### src/rtl/spi_master_ctrl.sv
// SPI initiator, mode 0 (CPOL=0, CPHA=0), MSB first, with a start/busy/done host handshake.
// sclk is derived from clk by CLK_DIV; every output is driven straight from a flop.
module spi_master_ctrl #(
  parameter int DATA_W  = 8,
  parameter int CLK_DIV = 2
) (
  input  logic              clk,
  input  logic              rst,
  input  logic              start,
  input  logic [DATA_W-1:0] tx_data,
  output logic [DATA_W-1:0] rx_data,
  output logic              busy,
  output logic              done,
  output logic              sclk,
  output logic              cs_n,
  output logic              mosi,
  input  logic              miso
);

  localparam int HCW = $clog2(CLK_DIV) + 1;
  localparam int BCW = $clog2(DATA_W) + 1;
  localparam logic [HCW-1:0] HcLast  = HCW'(CLK_DIV - 1);
  localparam logic [BCW-1:0] TogLast = BCW'(2 * DATA_W - 1);

  typedef enum logic [2:0] {StIdle, StLoad, StSetup, StXfer, StHold, StGap} state_e;

  state_e            state_q, state_d;
  logic [HCW-1:0]    hcnt_q, hcnt_d;
  logic [BCW-1:0]    tog_q, tog_d;
  logic [DATA_W-1:0] tx_q, tx_d;
  logic [DATA_W-1:0] rx_sh_q, rx_sh_d;
  logic [DATA_W-1:0] rx_data_q, rx_data_d;
  logic              busy_q, busy_d;
  logic              done_q, done_d;
  logic              sclk_q, sclk_d;
  logic              cs_n_q, cs_n_d;
  logic              mosi_q, mosi_d;
  logic              tick;

  assign tick = (hcnt_q == HcLast);

  always_comb begin
    state_d   = state_q;
    hcnt_d    = hcnt_q;
    tog_d     = tog_q;
    tx_d      = tx_q;
    rx_sh_d   = rx_sh_q;
    rx_data_d = rx_data_q;
    busy_d    = busy_q;
    done_d    = 1'b0;
    sclk_d    = sclk_q;
    cs_n_d    = cs_n_q;
    mosi_d    = mosi_q;

    if (state_q != StIdle && state_q != StLoad) begin
      hcnt_d = tick ? '0 : hcnt_q + HCW'(1);
    end

    unique case (state_q)
      StIdle: begin
        if (start) begin
          tx_d    = tx_data;
          state_d = StLoad;
        end
      end
      StLoad: begin
        cs_n_d  = 1'b0;
        busy_d  = 1'b1;
        mosi_d  = tx_q[DATA_W-1];
        hcnt_d  = '0;
        tog_d   = '0;
        state_d = StSetup;
      end
      StSetup: begin
        if (tick) state_d = StXfer;
      end
      StXfer: begin
        if (tick) begin
          sclk_d = ~sclk_q;
          tog_d  = tog_q + BCW'(1);
          if (!sclk_q) begin
            rx_sh_d = {rx_sh_q[DATA_W-2:0], miso};
          end else if (tog_q != TogLast) begin
            tx_d   = {tx_q[DATA_W-2:0], 1'b0};
            mosi_d = tx_q[DATA_W-2];
          end
          if (tog_q == TogLast) begin
            tog_d   = '0;
            state_d = StHold;
          end
        end
      end
      StHold: begin
        if (tick) begin
          cs_n_d    = 1'b1;
          done_d    = 1'b1;
          rx_data_d = rx_sh_q;
          mosi_d    = 1'b0;
          state_d   = StGap;
        end
      end
      StGap: begin
        if (tick) begin
          busy_d = 1'b0;
          // A held start is taken as the gap expires, so back-to-back frames lose no extra cycle.
          if (start) begin
            tx_d    = tx_data;
            state_d = StLoad;
          end else begin
            state_d = StIdle;
          end
        end
      end
      default: state_d = StIdle;
    endcase
  end

  always_ff @(posedge clk or posedge rst) begin
    if (rst) begin
      state_q   <= StIdle;
      hcnt_q    <= '0;
      tog_q     <= '0;
      tx_q      <= '0;
      rx_sh_q   <= '0;
      rx_data_q <= '0;
      busy_q    <= 1'b0;
      done_q    <= 1'b0;
      sclk_q    <= 1'b0;
      cs_n_q    <= 1'b1;
      mosi_q    <= 1'b0;
    end else begin
      state_q   <= state_d;
      hcnt_q    <= hcnt_d;
      tog_q     <= tog_d;
      tx_q      <= tx_d;
      rx_sh_q   <= rx_sh_d;
      rx_data_q <= rx_data_d;
      busy_q    <= busy_d;
      done_q    <= done_d;
      sclk_q    <= sclk_d;
      cs_n_q    <= cs_n_d;
      mosi_q    <= mosi_d;
    end
  end

  assign rx_data = rx_data_q;
  assign busy    = busy_q;
  assign done    = done_q;
  assign sclk    = sclk_q;
  assign cs_n    = cs_n_q;
  assign mosi    = mosi_q;

endmodule

### config.mk
export PLATFORM = sky130hd
export DESIGN_NAME = spi_master_ctrl
export DESIGN_NICKNAME = d
export VERILOG_FILES = /design/src/rtl/spi_master_ctrl.sv
export SDC_FILE = /design/constraint.sdc
export NUM_CORES = 1
export LEC_CHECK = 0
export ABC_AREA = 0
export CAP_MARGIN = 20
export CORE_AREA = 5 5 65 67
export DETAILED_ROUTE_END_ITERATION = 8
export DIE_AREA = 0 0 70 72
export PLACE_DENSITY_LB_ADDON = 0.1
export SETUP_SLACK_MARGIN = 0.05
export SLEW_MARGIN = 30
export SYNTH_ARGS = -nofsm -noshare
export SYNTH_HDL_FRONTEND = slang
export SYNTH_SLANG_ARGS = --single-unit
### constraint.sdc
create_clock -name clk -period 1.95 [get_ports clk]
set_input_delay 0.2925 -clock clk [delete_from_list [all_inputs] [get_ports clk]]
set_output_delay 0.2925 -clock clk [all_outputs]
set_load 0.01 [all_outputs]
==> results of run 1 <==
## power breakdown
group / switching [uW] / internal (uW)
clock: 266 / 173
sequential: 197 / 1050
combinational: 558 / 734
total: 1020 / 1960
## how the worst max path moves through the flow
stage	startpoint	endpoint	cells past startpoint
global route	tog_q[0]	tx_q[6]	5
detailed placement	tog_q[0]	tx_q[2]	5
finish	tog_q[0]	tx_q[3]	5
floorplan	tog_q[0]	tx_q[1]	6
CTS	tog_q[0]	tx_q[2]	5
global placement	tog_q[0]	tx_q[5]	5
## critical path, stage by stage (launching register included)
cell                      delay (ns)
sky130_fd_sc_hd__dfrtp_1        0.43
sky130_fd_sc_hd__ha_1           0.25
sky130_fd_sc_hd__and3_1         0.21
sky130_fd_sc_hd__nor2_1         0.13
sky130_fd_sc_hd__a32o_2         0.27
sky130_fd_sc_hd__mux2_2         0.36
## metrics by stage
| stage | setup slack, ns | instances | power (uW) | hold WS, ns | cell area [um2] |
|---|---|---|---|---|---|
| after floorplan | 0.302 | 149 | 2300 | 0.441 | 1820 |
| after global placement | 0.168 | 222 | 2500 | 0.480 | 2120 |
| after detailed placement | 0.0909 | 222 | 2560 | 0.492 | 2120 |
| after CTS | 0.0635 | 230 | 3000 | 0.352 | 2190 |
| after global routing | 0.0655 | 230 | 3210 | 0.374 | 2190 |
| final | 0.175 | 230 | 2980 | 0.336 | 2190 |
## layout make-up
cell class              count  area [um2]  share of cell area
clock inverters             2        12.5             0.00572
inverters                   8        30.0              0.0137
flip-flops and latches     38         952               0.435
repair buffers             31         293               0.134
multi-input cells          97         788               0.360
well taps                  48        60.1              0.0275
clock buffers               6        51.3              0.0235
## layer usage
metal | up-vias | part of all wire
li1 | 596 | -
met1 | 591 | 0.47
met2 | 34 | 0.47
met3 | 5 | 0.051
met4 | 0 | 0.017
met5 | - | 0
## cells by family after synthesis
group / share of synthesized area
fa+ha+maj: 0.00689
mux: 0.214
simple gates: 0.104
buf+inv: 0.0427
flops: 0.524
compound gates: 0.109
## layout by cell type, fill, tap and decap left out, types with 2 or more instances in the layout
cell,Yosys,final
sky130_fd_sc_hd__o21ai_0,9,9
sky130_fd_sc_hd__buf_4,0,7
sky130_fd_sc_hd__clkdlybuf4s50_1,0,24
sky130_fd_sc_hd__a21o_1,3,3
sky130_fd_sc_hd__inv_1,8,8
sky130_fd_sc_hd__mux2i_1,2,2
sky130_fd_sc_hd__dfrtp_1,37,37
sky130_fd_sc_hd__mux2_2,22,22
sky130_fd_sc_hd__nor2_1,4,4
sky130_fd_sc_hd__nand2_1,11,11
sky130_fd_sc_hd__clkbuf_4,0,5
sky130_fd_sc_hd__and3_1,2,2
sky130_fd_sc_hd__a21oi_1,7,7
sky130_fd_sc_hd__mux2_4,8,8
sky130_fd_sc_hd__nand3_1,3,3
sky130_fd_sc_hd__o22ai_1,3,3
sky130_fd_sc_hd__and2_1,2,2
sky130_fd_sc_hd__nand2b_1,4,4
## sequential cells by signal (all words and copies together) (netlist names)
name,cells
busy,1
mosi,1
done,1
rx_sh_q,8
tx_q,8
cs_n,1
tog_q,4
sclk,1
rx_data,8
hcnt_q,2
state_q,3
## timing repair
item / in CTS / in global routing
resized for setup: 0 / 1
hold buffers: 0 / 0
endpoints found under the hold margin: 0 / 0
setup endpoints to repair: 0 / 7
==> reports/qor.log, run 1 <==
INFO  logic_synthesis synth_edf_count=0
INFO  die            io_pins=25
INFO  cts            cts_root_buf=sky130_fd_sc_hd__clkbuf_4
INFO  cts            htree_num_levels=2
INFO  place          routabilityCongestion=0.748
INFO  die            dieArea=5040um2
INFO  logic_synthesis yosys-top-cells-area=sky130_fd_sc_hd__dfrtp_1, sky130_fd_sc_hd__mux2_2, sky130_fd_sc_hd__mux2_4, sky130_fd_sc_hd__o21ai_0, sky130_fd_sc_hd__nand2_1
INFO  global_route   met2_usage=0.230
INFO  global_route   fraction_of_met1_tracks_used_by_global_routing=0.183
INFO  detailed_routing detailed_routing_iteration_count_for_the_pre_antenna_repair_pass=6
INFO  logic_synthesis synth_area=1820um2
INFO  job            max_cap_viol_count=0
INFO  logic_synthesis postSynthRegisterBits=38
INFO  logic_synthesis netlist_instances=149
INFO  logic_synthesis post_synth_top_area_cell=sky130_fd_sc_hd__dfrtp_1
INFO  die            floorplan.initialDensity=0.508
INFO  hold_path      worstHoldPathType=input port to asynchronous set/reset pin
INFO  pwr            p_leak=0.00106uW
INFO  logic_synthesis net_count_synth=162
INFO  setup_path     critical_path_required=2.19ns
INFO  global_route   groute.usage.overall=0.144
INFO  sta            fmax=0.563GHz
INFO  logic_synthesis async_flop_share=1.00
INFO  cts            clock_sinks=38
INFO  place          detailed_place_hpwl=2260um
INFO  setup_path     critPathKind=register to register
INFO  global_route   antenna_found_initial=0
INFO  pwr            max-vdd-ir-drop=0.804mV
INFO  die            fp.coreArea=3580um2
INFO  sta            worst_clock_skew=0.0103ns
INFO  setup_path     r2r_start=tog_q[0]
INFO  outcome        outcome=finished clean
INFO  sta            unrepaired_setup_endpoints_after_global_routing=false
INFO  setup_path     worst_r2r_endpoint=tx_q[3]
INFO  logic_synthesis portion_of_synthesized_cell_area_occupied_by_the_leading_cell_type=0.510
INFO  cts            cts_bufs_inserted=5
INFO  setup_path     reg2reg_slack=0.18ns
INFO  logic_synthesis synth_area_per_inst=12.2um2
INFO  logic_synthesis ys_dominant_reg_cell=sky130_fd_sc_hd__dfrtp_1
INFO  place          numPortBuffers=24
INFO  setup_path     path_max_fanout=8
INFO  detailed_routing routed_wirelength=3190um
INFO  detailed_routing drt-initial-drc-count=58
INFO  cts            later_pin_clock_latency_in_the_skew_report=0.35ns
INFO  logic_synthesis synth.top_cells.by_count=sky130_fd_sc_hd__dfrtp_1, sky130_fd_sc_hd__mux2_2, sky130_fd_sc_hd__nand2_1, sky130_fd_sc_hd__o21ai_0
INFO  global_route   first_global_vias=1278
INFO  setup_path     worst_r2r_path_depth=5
INFO  detailed_routing drt-wirelength-per-cell=13.9um
INFO  cells_and_area layout.nets=194
INFO  logic_synthesis synth_sequential_area_ratio=0.524
INFO  global_route   grt_use_met3=0.0471
INFO  detailed_routing num_vias=1226
INFO  cells_and_area nFillCells=310
INFO  sta            timing.final.crit_period=1.77ns
INFO  cells_and_area antenna_cells=0
INFO  cts            clkSlewWorstSetupHoldPaths=0.12ns
INFO  sta            timing.slew.headroom=0.649
INFO  cells_and_area fraction_of_layout_cells_with_a_size_suffix_above_1=0.275
INFO  cts            cts_tree=yes
INFO  die            floorplan.rows=22
INFO  pwr            cellPowerDensity=1360nW/um2
INFO  cts            postCtsSetupBuffers=0
INFO  global_route   globalRoute.busiestLayer=met2
INFO  global_route   global_route.overflow_total=0
INFO  cts            cts_buffer_depth=2
INFO  sta            setup_violations=0
INFO  sta            slew_viol_final=0
INFO  die            die_x=70um
INFO  die            die_h=72um
INFO  sta            aggregate_negative_setup_slack=0ns
INFO  setup_path     worst_setup_path_start_kind=register
INFO  global_route   grt_first_pass_wirelength=5780um
INFO  sta            tightest_slew=0.527ns
INFO  setup_path     worstSetupEndpointType=register
INFO  global_route   grt_start_max_net_pins=39
INFO  detailed_routing postRouteAntennaNets=0
INFO  sta            final.period_utilization=0.910
INFO  logic_synthesis synthDistinctLibCells=36
INFO  detailed_routing vias_per_cell=5.33
INFO  sta            finalHoldViolCount=0
INFO  logic_synthesis yosysMostFrequentCell=sky130_fd_sc_hd__dfrtp_1
INFO  setup_path     critical_path_arrival=2.01ns
INFO  logic_synthesis yosysWarningCount=0
INFO  cells_and_area layout-area-overhead-vs-synth=20.4%
INFO  cells_and_area layout.core_utilization=0.611
INFO  detailed_routing drcViolationCount=0
Power figures use the tool's default switching activity.
==> inputs of run 2 (changes only) <==
--- a/config.mk
+++ b/config.mk
@@ -6,11 +6,12 @@
 export NUM_CORES = 1
 export LEC_CHECK = 0
 export ABC_AREA = 0
-export CAP_MARGIN = 20
+export CAP_MARGIN = 15
 export CORE_AREA = 5 5 65 67
 export DETAILED_ROUTE_END_ITERATION = 8
 export DIE_AREA = 0 0 70 72
 export PLACE_DENSITY_LB_ADDON = 0.1
+export REMOVE_ABC_BUFFERS = 1
 export SETUP_SLACK_MARGIN = 0.05
 export SLEW_MARGIN = 30
 export SYNTH_ARGS = -nofsm -noshare
==> run 2 against run 1 <==
Compared with the run above: combinational power barely moved; worst hold slack worse by 0.090 ns; highest routed layer unchanged; flip-flop and latch count is the same; design area fell by 0.29%; largest power group is now registers; first-iteration DRC count increased by 66%; clock power about the same; maximum frequency shrank 3.2%; non-clock buffer count is 1 lower; via count hardly changed; largest cell class unchanged; register-to-register slack worse by 0.06 ns.
==> reports/qor.log, run 2 (synthesized netlist as in run 1, its figures left out) <==
INFO  setup_path     path_max_fanout=8 [unchanged]
INFO  sta            setup_ws=0.116ns [was 0.175 ns]
INFO  cts            cts.hold.buffers_added=0 [unchanged]
INFO  job            max_cap_viol_count=0 [unchanged]
INFO  sta            fmax=0.545GHz [was 0.563 GHz]
INFO  die            dieArea=5040um2 [unchanged]
INFO  cells_and_area fraction_of_layout_cells_with_a_size_suffix_above_1=0.271 [was 0.275]
INFO  setup_path     worstSetupEndpointType=register [unchanged]
INFO  setup_path     critical_path_arrival=2.07ns [was 2.01 ns]
INFO  die            die_x=70um [unchanged]
INFO  place          routabilityCongestion=0.831 [was 0.748]
INFO  sta            timing.final.crit_period=1.83ns [was 1.77 ns]
INFO  detailed_routing drt-initial-drc-count=96 [was 58]
INFO  setup_path     worst_r2r_path_depth=6 [was 5]
INFO  setup_path     worst_setup_path_start_kind=register [unchanged]
INFO  setup_path     crit_path_cells=ha_1, and3_1, nor2_2, a32o_1, buf_4, mux2_2 [was ha_1, and3_1, nor2_1, a32o_2, mux2_2]
INFO  detailed_routing drcViolationCount=0 [unchanged]
INFO  sta            timing.slew.headroom=0.663 [was 0.649]
INFO  setup_path     critical_path_required=2.18ns [was 2.19 ns]
INFO  pwr            p_leak=0.00105uW [was 0.00106 uW]
INFO  cts            postCtsSetupBuffers=0 [unchanged]
INFO  setup_path     reg2reg_slack=0.12ns [was 0.18 ns]
INFO  detailed_routing num_vias=1225 [was 1226]
INFO  global_route   global_route.overflow_total=0 [unchanged]
INFO  die            floorplan.rows=22 [unchanged]
INFO  setup_path     critPathKind=register to register [unchanged]
INFO  hold_path      worstHoldPathType=input port to asynchronous set/reset pin [unchanged]
INFO  die            fp.coreArea=3580um2 [unchanged]
INFO  place          numPortBuffers=24 [unchanged]
INFO  cts            cts_buffer_depth=2 [unchanged]
INFO  die            floorplan.initialDensity=0.508 [unchanged]
INFO  cts            cts_root_buf=sky130_fd_sc_hd__clkbuf_4 [unchanged]
INFO  cells_and_area layout_commonest_cell=sky130_fd_sc_hd__dfrtp_1 [unchanged]
INFO  setup_path     r2r_start=tog_q[0] [unchanged]
INFO  sta            tightest_slew=0.505ns [was 0.527 ns]
INFO  cts            clock_sinks=38 [unchanged]
INFO  cells_and_area layout.nets=193 [was 194]
INFO  sta            unrepaired_setup_endpoints_after_global_routing=true [was false]
INFO  detailed_routing postRouteAntennaNets=0 [unchanged]
INFO  global_route   grt_start_max_net_pins=25 [was 39]
INFO  place          detailed_place_hpwl=2350um [was 2260 um]
INFO  die            io_pins=25 [unchanged]
INFO  detailed_routing detailed_routing_iteration_count_for_the_pre_antenna_repair_pass=5 [was 6]
INFO  sta            slew_viol_final=0 [unchanged]
INFO  cts            htree_num_levels=2 [unchanged]
INFO  cells_and_area layout-area-overhead-vs-synth=20.0% [was 20.4%]
INFO  setup_path     worst_path_largest_cell_delay=0.43ns [about the same]
INFO  sta            final.period_utilization=0.940 [was 0.910]
INFO  detailed_routing vias_per_cell=5.35 [was 5.33]
INFO  pwr            max-vdd-ir-drop=0.770mV [was 0.804 mV]
INFO  cts            cts_bufs_inserted=5 [unchanged]
INFO  sta            worst_clock_skew=0.00957ns [was 0.0103 ns]
INFO  setup_path     crit_path_top_delay_cell=sky130_fd_sc_hd__dfrtp_1 [unchanged]
INFO  cts            ctsResizeCount=0 [unchanged]
INFO  pwr            cellPowerDensity=1370nW/um2 [was 1360 nW/um2]
INFO  sta            aggregate_negative_setup_slack=0ns [unchanged]
INFO  die            die_h=72um [unchanged]
INFO  sta            setup_violations=0 [unchanged]
INFO  detailed_routing drt-wirelength-per-cell=14.3um [was 13.9 um]
INFO  cells_and_area layout_common_cells=sky130_fd_sc_hd__dfrtp_1, sky130_fd_sc_hd__clkdlybuf4s50_1, sky130_fd_sc_hd__mux2_2, sky130_fd_sc_hd__nand2_1, sky130_fd_sc_hd__o21ai_0 [unchanged]
INFO  cts            clkSlewWorstSetupHoldPaths=0.12ns [about the same]
INFO  global_route   grt_first_pass_wirelength=5950um [was 5780 um]
INFO  global_route   antenna_found_initial=0 [unchanged]
INFO  detailed_routing routed_wirelength=3270um [was 3190 um]
INFO  outcome        outcome=finished clean [unchanged]
INFO  cts            later_pin_clock_latency_in_the_skew_report=0.35ns [about the same]
INFO  global_route   groute.usage.overall=0.150 [was 0.144]
INFO  setup_path     crit_path_start=tog_q[0] [unchanged]
INFO  cells_and_area antenna_cells=0 [unchanged]
INFO  global_route   first_global_vias=1306 [was 1278]
INFO  sta            finalHoldViolCount=0 [unchanged]
INFO  place          pre_cts_slack=0.115ns [was 0.0909 ns]
INFO  cts            cts_tree=yes [unchanged]
## run 2: cell count changes in the layout (fill, tap and decap cells not counted), sizes merged
cell	delta
buf	-1
## run 2: per-stage QoR
step	area, um2	cells	total power (uW)	util	hold WS, ns
floorplan	1770	143	2210	-	0.441
global placement	2110	221	2520	0.591	0.484
global route	2180	229	3240	0.609	0.236
CTS	2180	229	3010	0.609	0.238
detailed placement	2110	221	2560	0.591	0.487
finish	2180	229	2980	0.609	0.245
## run 2: per-layer routing
| layer | up-vias | GRT usage | wire (um) |
|---|---|---|---|
| li1 | 595 | - | - |
| met1 | 594 | 0.189 | 1580 |
| met2 | 32 | 0.225 | 1460 |
| met3 | 4 | 0.0651 | 186 |
| met4 | 0 | 0.0660 | 36 |
| met5 | - | 0 | 0 |
## run 2: layout make-up
type / count / area [um2]
fillers: 309 / 1400
flip-flops and latches: 38 / 952
multi-input cells: 97 / 790
repair buffers: 30 / 285
well taps: 48 / 60.1
clock buffers: 6 / 51.3
inverters: 8 / 30.0
clock inverters: 2 / 12.5
## run 2: critical path, delay by kind of cell (launching register included)
kind / cells / cell delay (ns)
DFF: 1 / 0.43
adders and majority gates: 1 / 0.23
AOI/OAI and AO/OA: 1 / 0.14
buffers and inverters: 1 / 0.17
muxes: 1 / 0.34
and+or+nand+nor: 2 / 0.41
## run 2: power breakdown
part,switching [uW],internal (uW),total [uW]
Combinational,541,732,1270
Sequential,223,1050,1270
Clock,264,173,437
## run 2: path summary, 6_finish.rpt
path / to
max reg2reg: tx_q[3]
min: rx_data[1]
min reg2reg: busy
max in group asynchronous: cs_n
min in group clk: busy
max: tx_q[3]
==> RTL change (flow settings as in run 2) <==
Put one more register stage on the output `rx_data`. The value now appears one clock later. The other outputs are not delayed to match.
--- a/src/rtl/spi_master_ctrl.sv
+++ b/src/rtl/spi_master_ctrl.sv
@@ -143,7 +143,9 @@
     end
   end
 
-  assign rx_data = rx_data_q;
+  always_ff @(posedge clk) begin
+    rx_data <= rx_data_q;
+  end
   assign busy    = busy_q;
   assign done    = done_q;
   assign sclk    = sclk_q;
Function: same outputs for any inputs over 10 cycles, from zero or initial values and one cycle with rst high; that may be too few to reach the edited logic, so the function may still have changed.
==> RTL change against run 2 <==
- sequential cell count up 8
- power up 14%
- non-clock buffer count up 10
- critical path depth unchanged
- routed wire length up 0.12%
- synthesized area up 4.5%
- design area up 12%
- setup slack worse by 0.071 ns
- clock power up 65%
==> RTL change: results (changes against run 2) <==
Run status
  • Outcome: finished, final reports clean

Finish
  • Inverters: 5 (-3)
  • #MultiIn Comb: 93 (-4.1%)
  • Multi-input logic area: 769 um^2 (-2.5%)
  • Non-clk bufs: 40 (+33%)
  • Clock Network Area Fraction: 4.55% (+1.6 points)

Place
  • Worst slack at placement: -0.0296 ns (-0.145 ns)
  • Hpwl dp: 2270 um (-3.5%)

Worst setup path
  • Slowest stage delay, CP: 0.48 ns (+0.05 ns)
  • Crit path DAT: 2.15 ns (+0.08 ns)
  • Critical path launch point: tog_q[1]
  • CP top delay family: simple AND/OR/NAND/NOR gates
  • CP endpoint: tx_q[1]
  • Crit-path slowest cell: or4b_4

Global routing
  • Largest net degree at the start of global routing: 39 (+56%)
  • Met3 usage: 4.85% (-1.7 points)
  • GR Layer Usage met1: 17.8% (-1.1 points)
  • Total track usage: 14.8% (-0.19 points)
  • First-pass GRT wire length: 5810 um (-2.3%)

Routing
  • Routed length per placed instance: 13.6 um (-4.5%)
  • Total iterations of the first detailed-routing run: 4 (-1)
  • Metal2 WL: 1680 um (+15%)
  • Metal3 WL: 151 um (-19%)

Pwr
  • Leakage: 1.08 nW (+2.8%)

Yosys
  • Synth Register Bits: 46 (+21%)
  • Sequential-to-total area share from yosys stat: 58.6% (+6.2 points)
  • Adder-cell share of the synthesized area: 0.659% (-0.030 points)
[RTL change: through the flow]
step           hold WS (ns)  cells  area, um^2
3_3_place_gp          0.347    230        2280
2_1_floorplan         0.342    144        1870
5_1_grt               0.389    240        2440
6_report              0.332    240        2440
3_5_place_dp          0.354    230        2280
4_1_cts               0.338    239        2430
[RTL change: report_power, final]
part | internal, W | switching, W | total (W)
clock | 0.000434 | 0.000288 | 0.000722
combinational | 0.000778 | 0.000507 | 0.00129
sequential | 0.00123 | 0.000171 | 0.00140
total | 0.00244 | 0.000966 | 0.00341
[RTL change: what timing repair did]
action / CTS / global route
endpoints found under the hold margin: 0 / 0
buffers inserted: 1 / 1
endpoints found under the setup margin: 7 / 7
pin swaps: 2 / 0
hold buffers: 0 / 0
resized for setup: 6 / 1
